### config.mk
export PLATFORM = sky130hd
export DESIGN_NAME = skid_buffer
export DESIGN_NICKNAME = d
export VERILOG_FILES = /design/src/rtl/skid_buffer.sv
export SDC_FILE = /design/constraint.sdc
export NUM_CORES = 1
export LEC_CHECK = 0
export ABC_CLOCK_PERIOD_IN_PS = 3700
export BUFFER_PORTS_ARGS = -buffer_cell sky130_fd_sc_hd__buf_2
export CAP_MARGIN = 15
export CORE_MARGIN = 5
export CORE_UTILIZATION = 25
export DETAILED_ROUTE_END_ITERATION = 7
export PLACE_DENSITY = 0.49
export SLEW_MARGIN = 20
export SYNTH_ARGS = -nofsm -noshare
export SYNTH_HDL_FRONTEND = slang
export SYNTH_SLANG_ARGS = --single-unit
export TNS_END_PERCENT = 5
### constraint.sdc
create_clock -name clk -period 3.7 [get_ports clk]
set_input_delay 0.74 -clock clk [delete_from_list [all_inputs] [get_ports clk]]
set_output_delay 0.74 -clock clk [all_outputs]
set_load 0.02 [all_outputs]
### src/rtl/skid_buffer.sv
// Two-entry skid buffer: fully registered valid/ready/data on both sides.
// The second ("skid") register absorbs the beat that arrives while a stall is still being seen upstream.
module skid_buffer #(
  parameter int WIDTH = 32
) (
  input  logic             clk,
  input  logic             rst,
  input  logic             in_valid,
  output logic             in_ready,
  input  logic [WIDTH-1:0] in_data,
  output logic             out_valid,
  input  logic             out_ready,
  output logic [WIDTH-1:0] out_data,
  output logic [1:0]       count
);

  // Handshake: a beat moves on a rising clk edge exactly when valid and ready are
  // both high on that side; valid never waits for ready, and ready is a flop so it
  // never depends combinationally on any input.

  typedef enum logic [1:0] {
    ST_EMPTY = 2'd0,
    ST_ONE   = 2'd1,
    ST_FULL  = 2'd2
  } state_e;

  state_e           state_q, state_d;
  logic [WIDTH-1:0] main_q, main_d;
  logic [WIDTH-1:0] skid_q, skid_d;
  logic             in_ready_q, in_ready_d;
  logic             out_valid_q, out_valid_d;
  logic [1:0]       count_q, count_d;

  logic in_xfer;
  logic out_xfer;

  assign in_xfer  = in_valid & in_ready_q;
  assign out_xfer = out_valid_q & out_ready;

  always_comb begin
    state_d = state_q;
    main_d  = main_q;
    skid_d  = skid_q;

    case (state_q)
      ST_EMPTY: begin
        if (in_xfer) begin
          main_d  = in_data;
          state_d = ST_ONE;
        end
      end
      ST_ONE: begin
        if (in_xfer && out_xfer) begin
          main_d = in_data;
        end else if (in_xfer) begin
          skid_d  = in_data;
          state_d = ST_FULL;
        end else if (out_xfer) begin
          state_d = ST_EMPTY;
        end
      end
      ST_FULL: begin
        // in_ready is low here, so only the drain side can move.
        if (out_xfer) begin
          main_d  = skid_q;
          state_d = ST_ONE;
        end
      end
      default: begin
        state_d = ST_EMPTY;
      end
    endcase

    in_ready_d  = (state_d != ST_FULL);
    out_valid_d = (state_d != ST_EMPTY);
    count_d     = state_d;
  end

  always_ff @(posedge clk or posedge rst) begin
    if (rst) begin
      state_q     <= ST_EMPTY;
      main_q      <= '0;
      skid_q      <= '0;
      in_ready_q  <= 1'b0;
      out_valid_q <= 1'b0;
      count_q     <= 2'd0;
    end else begin
      state_q     <= state_d;
      main_q      <= main_d;
      skid_q      <= skid_d;
      in_ready_q  <= in_ready_d;
      out_valid_q <= out_valid_d;
      count_q     <= count_d;
    end
  end

  assign in_ready  = in_ready_q;
  assign out_valid = out_valid_q;
  assign out_data  = main_q;
  // count mirrors the state encoding, so it doubles as the FSM's debug view.
  assign count     = count_q;

endmodule
==> results of run 1 <==
## worst register-to-register path: cells and delay by family, from the launching register on
kind          cells  cell delay (ps)
mux               2              630
simple gates      1              480
flops             1              460
buf+inv           1              460
## metal layers
layer / GRT usage [%] / up-vias / wire length (um)
met3: 4.37 / 10 / 403
met2: 14.1 / 46 / 2980
li1: - / 845 / -
met4: 3.87 / 0 / 119
met1: 10.5 / 883 / 2760
met5: 0 / - / 0
## power by group through the flow
| stage | combinational [uW] | clock [uW] | sequential [uW] |
|---|---|---|---|
| finish | 1480 | 865 | 1340 |
| CTS | 1520 | 906 | 1340 |
| global route | 1610 | 936 | 1390 |
| floorplan | 997 | 0 | 1550 |
| detailed placement | 1520 | 0 | 1350 |
| global placement | 1490 | 0 | 1340 |
## worst paths after layout
kind / end / start / cells past startpoint / slack (ps)
max in group asynchronous: out_data[30]$_DFFE_PP0P_ / rst / 3 / 2930
worst max-delay path: out_data[31]$_DFFE_PP0P_ / count[1]$_DFF_PP0_ / 4 / 1550
worst max register to register: out_data[31]$_DFFE_PP0P_ / count[1]$_DFF_PP0_ / 4 / 1550
min in group clk: skid_q[31]$_DFFE_PP0P_ / skid_q[31]$_DFFE_PP0P_ / 1 / 500
worst min-delay path: out_data[17]$_DFFE_PP0P_ / rst / 3 / 480
worst min register to register: skid_q[31]$_DFFE_PP0P_ / skid_q[31]$_DFFE_PP0P_ / 1 / 500
## logic make-up (layout without fill, tap and decap cells)
family / count (synthesis) / after routing
simple gates: 7 / 7
mux: 96 / 96
flops: 68 / 68
compound gates: 9 / 9
buf+inv: 11 / 92
## final cells by class
class / instances / area (um^2)
Clock inverter: 4 / 47.5
Fill cell: 1321 / 8680
Inverter: 1 / 3.75
Multi-Input combinational cell: 112 / 1420
Clock buffer: 12 / 256
Timing Repair Buffer: 75 / 398
Tap cell: 172 / 215
Sequential cell: 68 / 1700
## layout by cell type (no fill, tap or decap), types with 2 or more instances in the layout
cell                        instances
sky130_fd_sc_hd__buf_2             71
sky130_fd_sc_hd__clkbuf_8           2
sky130_fd_sc_hd__a21oi_1            2
sky130_fd_sc_hd__clkinv_2           2
sky130_fd_sc_hd__mux2_2            39
sky130_fd_sc_hd__nand2_1            3
sky130_fd_sc_hd__mux2_4            57
sky130_fd_sc_hd__clkbuf_16          9
sky130_fd_sc_hd__dfrtp_1           68
sky130_fd_sc_hd__buf_4              3
## through the flow
step	power [uW]	worst slack [ps]	cell area, um^2	hold WS, ps
2_1_floorplan	2550	1250	3270	475
3_3_place_gp	2830	1420	3740	485
3_5_place_dp	2870	1370	3740	494
4_1_cts	3770	1460	4040	484
5_1_grt	3940	1400	4040	505
6_report	3690	1550	4040	483
## state kept, by name, indices dropped and copies added, names as in the netlist
register / count
skid_q: 32
out_data: 32
in_ready: 1
count: 2
out_valid: 1
## cells in the mapped netlist, types with 2 or more instances
master | number | area (um^2)
sky130_fd_sc_hd__buf_4 | 3 | 22.5
sky130_fd_sc_hd__mux2_2 | 39 | 439
sky130_fd_sc_hd__buf_12 | 5 | 100
sky130_fd_sc_hd__a21oi_1 | 2 | 10.0
sky130_fd_sc_hd__nand2_1 | 4 | 15.0
sky130_fd_sc_hd__mux2_4 | 57 | 856
sky130_fd_sc_hd__dfrtp_1 | 68 | 1700
==> metrics list, run 1 <==
- Total half-perimeter wirelength after legalization and detailed placement: roughly 4.2 mm
- Along the worst path, the maximum fanout reaches 19.
- Summing the areas of all compound-gate instances in the mapped netlist gives between 2 and 3% of the synthesized area.
- Number of port buffers: a little over 70
- I/O Pins: 72
* RSZ-0062 raised after global routing: no
- Worst-case headroom to the max-slew limit: between 40% and 50%
- For this run, design rule violations remaining after detail routing come to 0.
- Summed over all cells, the static leakage comes to around 0.0020 uW.
- Traced cell by cell, the critical path runs through nand2b_2, buf_4, mux2_2, mux2_4.
- Aggregate routed wire length: between 6 and 7 mm
* CTS tree: yes
- Cell internal power was estimated by the tool at 2500 uW.
- Status: finished clean
- For the worst setup path, the data arrival time is 2360 ps.
- Per report_power, the sequential group accounts for between 30% and 40% of the total.
- Ant. Diodes: 0
- Per report_power, the clock group accounts for 23.5% of the total.
- The finished layout holds about 440 standard cells, fillers aside.
* Area growth from synthesis to layout: 23.5%
- Grt total ovfl: 0
* Total negative slack for setup checks: 0 ps
- Averaged over all synthesized cells, the footprint is about 17 um^2.
- Dividing total power by cell area gives a power density of about 910 nW/um^2.
- Before antenna repair, the detailed router went through 4 iterations.
- Longest individual stage delay on the worst path: ~480 ps
- Final Core Density: 31.8%
* Die span in y: between 100 and 150 um
* Number of buffers inserted to repair setup after CTS: 0
- The first global-routing pass estimated 10.8 mm of wire.
* Max-capacitance violation count: 0
- Clock skew: 5.77 ps
- Clock-pin slew was measured on the worst setup and hold paths at 60 ps.
- For the worst-skew pair, the clock arrives at the later sink with an insertion delay of 330 ps.
* Final critical delay including setup and external delays: 2150 ps
- In the final layout, the share of cells above drive strength 1 is approximately 70%.
- For the worst setup path, the data required time is approximately 3900 ps.
- Number of failing setup endpoints in the final timing report: 0
* Startpoint Class: flop
* Post-Synthesis Net Count: 227
- Fraction of synthesis flops using an asynchronous set or reset pin: between 90% and 100%
- Post-synthesis cell type count: 20
- Synthesized netlist cell count: about 190
- Vias in the first global route: approximately 2000
- Post-synthesis sequential element count: 68
- The cell family contributing the most delay on the critical path is multiplexers.
* Number of nets in the layout: between 300 and 400
- The portion of synthesized area spent on multiplexers is roughly two fifths.
- The share of total power dissipated in combinational logic is roughly 40%.
* Simple-gate share of the synthesized area: under 10%
* Net switching power: about 1200 uW
- Total vias in the final route: about 1800
* Starting Density: between 20% and 30%
- Path class of the lowest-slack min-delay path: input port to async pin
* Deepest clock path buffer count: 2
- Xor/xnor cell area share of the yosys netlist: 0%
* CTS H-Tree Depth: 3
- The mapped netlist covers about 3300 um^2.
- Global placer's final weighted congestion: approximately 0.74
* Number of warnings reported in the yosys synthesis log: 0
- Row generation in the floorplan step produced 41 rows.
- The number of buffers and inverters on the critical path is 1.
* Number of cells upsized or downsized after cts: 0
* Number of pins with negative max-slew slack in the final report: 0
- Final cycle utilization of the critical path: about three fifths
- In the routed layout, each cell is associated on average with a via count of 4.02.
- Maximum number of pins on one net before global-route repair: 69
- After the first detailed-routing iteration, the DRC count stood at 32.
- Drt wl/cell: ~14 um
- Die W: between 100 and 150 um
- Once placement completed, the tool counted placed cells totaling 428.
- CTS Buf Count: 9
- The region available for standard cell placement spans 12700 um^2.
- Combinational family with the most area after synthesis: multiplexers
- Total Die Area: roughly 15000 um^2
- Cell with the largest stage delay on the worst path: sky130_fd_sc_hd__nand2b_2
- Adder and majority cell fraction of the synthesized area: 0%
- Total routing usage reported by global routing: a little under a tenth
- The final count of hold timing violations was 0.
* Antenna violations before repair: 0
- Prevailing post-synth register cell: sky130_fd_sc_hd__dfrtp_1
- Critical Setup Path Class: flop to flop
- STA classifies the critical path endpoint as a flop.
- In this run the remaining antenna-violating nets after routing total 0.
- For this design, the CTS-stage hold fixing added 0 buffers.
- Derived from the worst setup path, the maximum achievable clock frequency is 0.465 GHz.
- Switch share: between 30 and 40%
* Proportion of synthesized chip area in sequential cells: about half
* Worst vdd rail ir drop: approximately 260 uV
- Actual transition at the worst max-transition pin: ~830 ps
- Number of sinks handled by clock tree synthesis: just under 70
* Number of enable-type register cells in the synthesized netlist: 0
- The tree is rooted in a sky130_fd_sc_hd__clkbuf_16.
No activity file was read; power rests on OpenSTA's default activity.
==> inputs of run 2 (changes only) <==
--- a/config.mk
+++ b/config.mk
@@ -5,13 +5,13 @@
 export SDC_FILE = /design/constraint.sdc
 export NUM_CORES = 1
 export LEC_CHECK = 0
-export ABC_CLOCK_PERIOD_IN_PS = 3700
+export ABC_CLOCK_PERIOD_IN_PS = 1800
 export BUFFER_PORTS_ARGS = -buffer_cell sky130_fd_sc_hd__buf_2
 export CAP_MARGIN = 15
 export CORE_MARGIN = 5
 export CORE_UTILIZATION = 25
 export DETAILED_ROUTE_END_ITERATION = 7
-export PLACE_DENSITY = 0.49
+export PLACE_DENSITY = 0.5
 export SLEW_MARGIN = 20
 export SYNTH_ARGS = -nofsm -noshare
 export SYNTH_HDL_FRONTEND = slang
==> constraint.sdc (replaced) <==
create_clock -name clk -period 1.8 [get_ports clk]
set_input_delay 0.36 -clock clk [delete_from_list [all_inputs] [get_ports clk]]
set_output_delay 0.36 -clock clk [all_outputs]
set_load 0.02 [all_outputs]
==> metrics list, run 2 (synthesis results as in run 1) <==
* Critical Path RT: 2020 ps (was 3910 ps)
- The routed length per placed instance was 14.1 um (about the same).
* Routed met1 length: 2.79 mm (was 2.76 mm)
- Layout cell share with drive strength beyond 1: 70.2% (about the same)
- Kind of cell with the highest combined delay on the critical path: compound AO/OA/AOI/OAI gates (was multiplexers)
* Starting Density: 25.7% (unchanged)
- The shortest period the worst path allows was 1680 ps (was 2150 ps).
* Final cycle utilization of the critical path: 93.5% (was 58.1%)
- The count of antenna-violating nets left after detailed routing was 0 (unchanged).
* Most common library cell in the layout ignoring fill and taps: sky130_fd_sc_hd__buf_2 (unchanged)
- The layout overhead on the synthesized area is 25.8% (was 23.5%).
* Critical Setup Path Class: flop to flop (unchanged)
- Length of the first detailed-routing pass in iterations: 4 (unchanged)
* Number of cells on the critical path: 4 (unchanged)
- The number of DRC markers in iteration 0 is 59 (was 32).
- The highest routed metal layer was met4 (unchanged).
- Max-capacitance violation count: 0 (unchanged)
- Global placer's final weighted congestion: 0.711 (was 0.738)
- The total track usage came to 8.78% (was 9.03%).
- Maximum number of pins on one net before global-route repair: 69 (unchanged)
* Floorplan Core Area: 12700 um^2 (unchanged)
- The final-layout fill cell count is 1314 (was 1321).
- The via total after detailed routing is 1787 (was 1784).
- Total negative slack for setup checks: 0 ps (unchanged)
- The power density normalized to cell area is 1860 nW/um^2 (was 911 nW/um^2).
* Number of nets in the layout: 306 (was 303)
- Number of buffers inserted to repair setup after CTS: 0 (unchanged)
- The maximum resistive drop on vdd was 538 uV (was 256 uV).
- I/O Pins: 72 (unchanged)
* Clk root buf: sky130_fd_sc_hd__clkbuf_16 (unchanged)
* Global-route wire length before repair: 10.5 mm (was 10.8 mm)
- The worst clock skew came to 2.83 ps (was 5.77 ps).
- The maximum clock frequency was 0.594 GHz (was 0.465 GHz).
- Standard-cell row count: 41 (unchanged)
- The wire length on met3 came to 400 um (was 403 um).
- The count of port buffers added during placement was 71 (unchanged).
- The length of routed met2 wiring came to 2.96 mm (was 2.98 mm).
- Vias in the first global route: 2002 (was 2031)
* Final Core Density: 32.4% (was 31.8%)
- The via-per-instance ratio was 4.00 (was 4.02).
* Number of pins with negative max-slew slack in the final report: 0 (unchanged)
- The initial antenna violation count is 0 (unchanged).
- CTS Buf Count: 9 (unchanged)
* Total Die Area: 15500 um^2 (unchanged)
- The hold-fix buffer count after cts is 0 (unchanged).
- The number of buffers and inverters on the critical path is 1 (unchanged).
- The normalized max-slew margin is 75.2% (was 44.5%).
- The critical-path cell with the highest stage delay is sky130_fd_sc_hd__dfrtp_1 (was sky130_fd_sc_hd__nand2b_2).
- Clk Latency, worst-skew pair: 340 ps (was 330 ps)
- The die height is 124 um (unchanged).
- The number of inserted diodes is 0 (unchanged).
* CTS tree: yes (unchanged)
- The H-tree depth reported by CTS came to 3 (unchanged).
- The final setup violation count is 0 (unchanged).
- The floorplan die width is 124 um (unchanged).
* Most frequent cells in the layout: 71 x sky130_fd_sc_hd__buf_2, 68 x sky130_fd_sc_hd__dfrtp_1, 57 x sky130_fd_sc_hd__mux2_4, 39 x sky130_fd_sc_hd__mux2_2, 9 x sky130_fd_sc_hd__clkbuf_16 (unchanged)
- The CTS clock-pin slew for the worst setup and hold paths is 50 ps (was 60 ps).
- Detailed-route DRC error count: 0 (unchanged)
* Number of sinks handled by clock tree synthesis: 68 (unchanged)
- Number of endpoints with negative hold slack in the final report: 0 (unchanged)
- Total design power: 7640 uW (was 3690 uW)
- RSZ-0062 raised after global routing: no (unchanged).
- The largest stage delay on the critical path is 400 ps (was 480 ps).
* Critical path fanouts, max: 18 (was 19)
* Lkg Pwr: 0.00198 uW (was 0.00195 uW)
* Deepest clock path buffer count: 2 (unchanged)
- Cell count of the worst reg-to-reg path: 4 (unchanged)
* Worst Setup End Kind: flop (unchanged)
* Actual transition at the worst max-transition pin: 371 ps (was 830 ps)
* Grt total ovfl: 0 (unchanged)
* Number of cells upsized or downsized after cts: 0 (unchanged)
* Critical path data arrival time: 1900 ps (was 2360 ps)
- Startpoint Class: flop (unchanged)
- The placed wire-length estimate after detailed placement came to 4.30 mm (was 4.21 mm).
- The final wirelength was 6.28 mm (was 6.27 mm).
* Path class of the lowest-slack min-delay path: input port to async pin (unchanged)
* Status: finished clean (unchanged)
* Ordered cell list for the critical path: a21boi_2, o32ai_4, buf_12, mux2_2 (was nand2b_2, buf_4, mux2_2, mux2_4)
[run 2: changes by cell type in the layout (fill, tap and decap cells not counted)]
| cell | previous run | this run |
|---|---|---|
| sky130_fd_sc_hd__buf_12 | 1 | 5 |
| sky130_fd_sc_hd__clkbuf_8 | 2 | 5 |
| sky130_fd_sc_hd__clkinv_2 | 2 | 0 |
| sky130_fd_sc_hd__buf_4 | 3 | 2 |
| sky130_fd_sc_hd__bufinv_16 | 1 | 0 |
| sky130_fd_sc_hd__clkbuf_1 | 1 | 2 |
| sky130_fd_sc_hd__inv_2 | 1 | 0 |
[run 2: final cells by class]
cell class | instances | area (um^2) | area share, %
repair buffers | 78 | 470 | 11.4
flip-flops and latches | 68 | 1700 | 41.3
well taps | 172 | 215 | 5.23
inverters | 1 | 7.51 | 0.182
multi-input cells | 112 | 1420 | 34.5
clock buffers | 16 | 302 | 7.32
[run 2: tightest hold or removal path: stages]
cell and delay, ps:
sky130_fd_sc_hd__buf_2 110, sky130_fd_sc_hd__clkinvlp_4 70, sky130_fd_sc_hd__buf_12 320
[run 2: per-stage QoR]
stage,hold WS [ps],instances,worst slack [ps],area [um^2]
after floorplan,475,191,52.8,3280
after detailed placement,488,431,105,3820
after CTS,131,447,97.6,4120
final,123,447,117,4120
after global placement,484,431,141,3820
after global routing,154,447,49.9,4120
[run 2: layer usage]
| metal | GRT usage [%] | up-vias |
|---|---|---|
| li1 | - | 848 |
| met1 | 9.98 | 884 |
| met2 | 13.5 | 43 |
| met3 | 4.50 | 12 |
| met4 | 4.45 | 0 |
| met5 | 0 | - |
[run 2: final timing paths]
path,endpoint,slack [ps],from
worst max-delay path,out_data[22]$_DFFE_PP0P_,120,count[0]$_DFF_PP0_
worst min-delay path,out_data[13]$_DFFE_PP0P_,120,rst
worst max register to register,out_data[22]$_DFFE_PP0P_,120,count[0]$_DFF_PP0_
worst min register to register,out_data[1]$_DFFE_PP0P_,500,out_data[1]$_DFFE_PP0P_
max in group asynchronous,out_data[25]$_DFFE_PP0P_,1380,rst
min in group clk,skid_q[24]$_DFFE_PP0P_,270,in_data[24]
[run 2: power breakdown]
| group | switching (uW) | total, uW | leakage, uW | internal (uW) |
|---|---|---|---|---|
| combinational | 1400 | 3180 | 0.00103 | 1780 |
| sequential | 417 | 2740 | 0.000802 | 2320 |
| clock | 612 | 1730 | 0.000149 | 1120 |
| total | 2430 | 7640 | 0.00198 | 5220 |
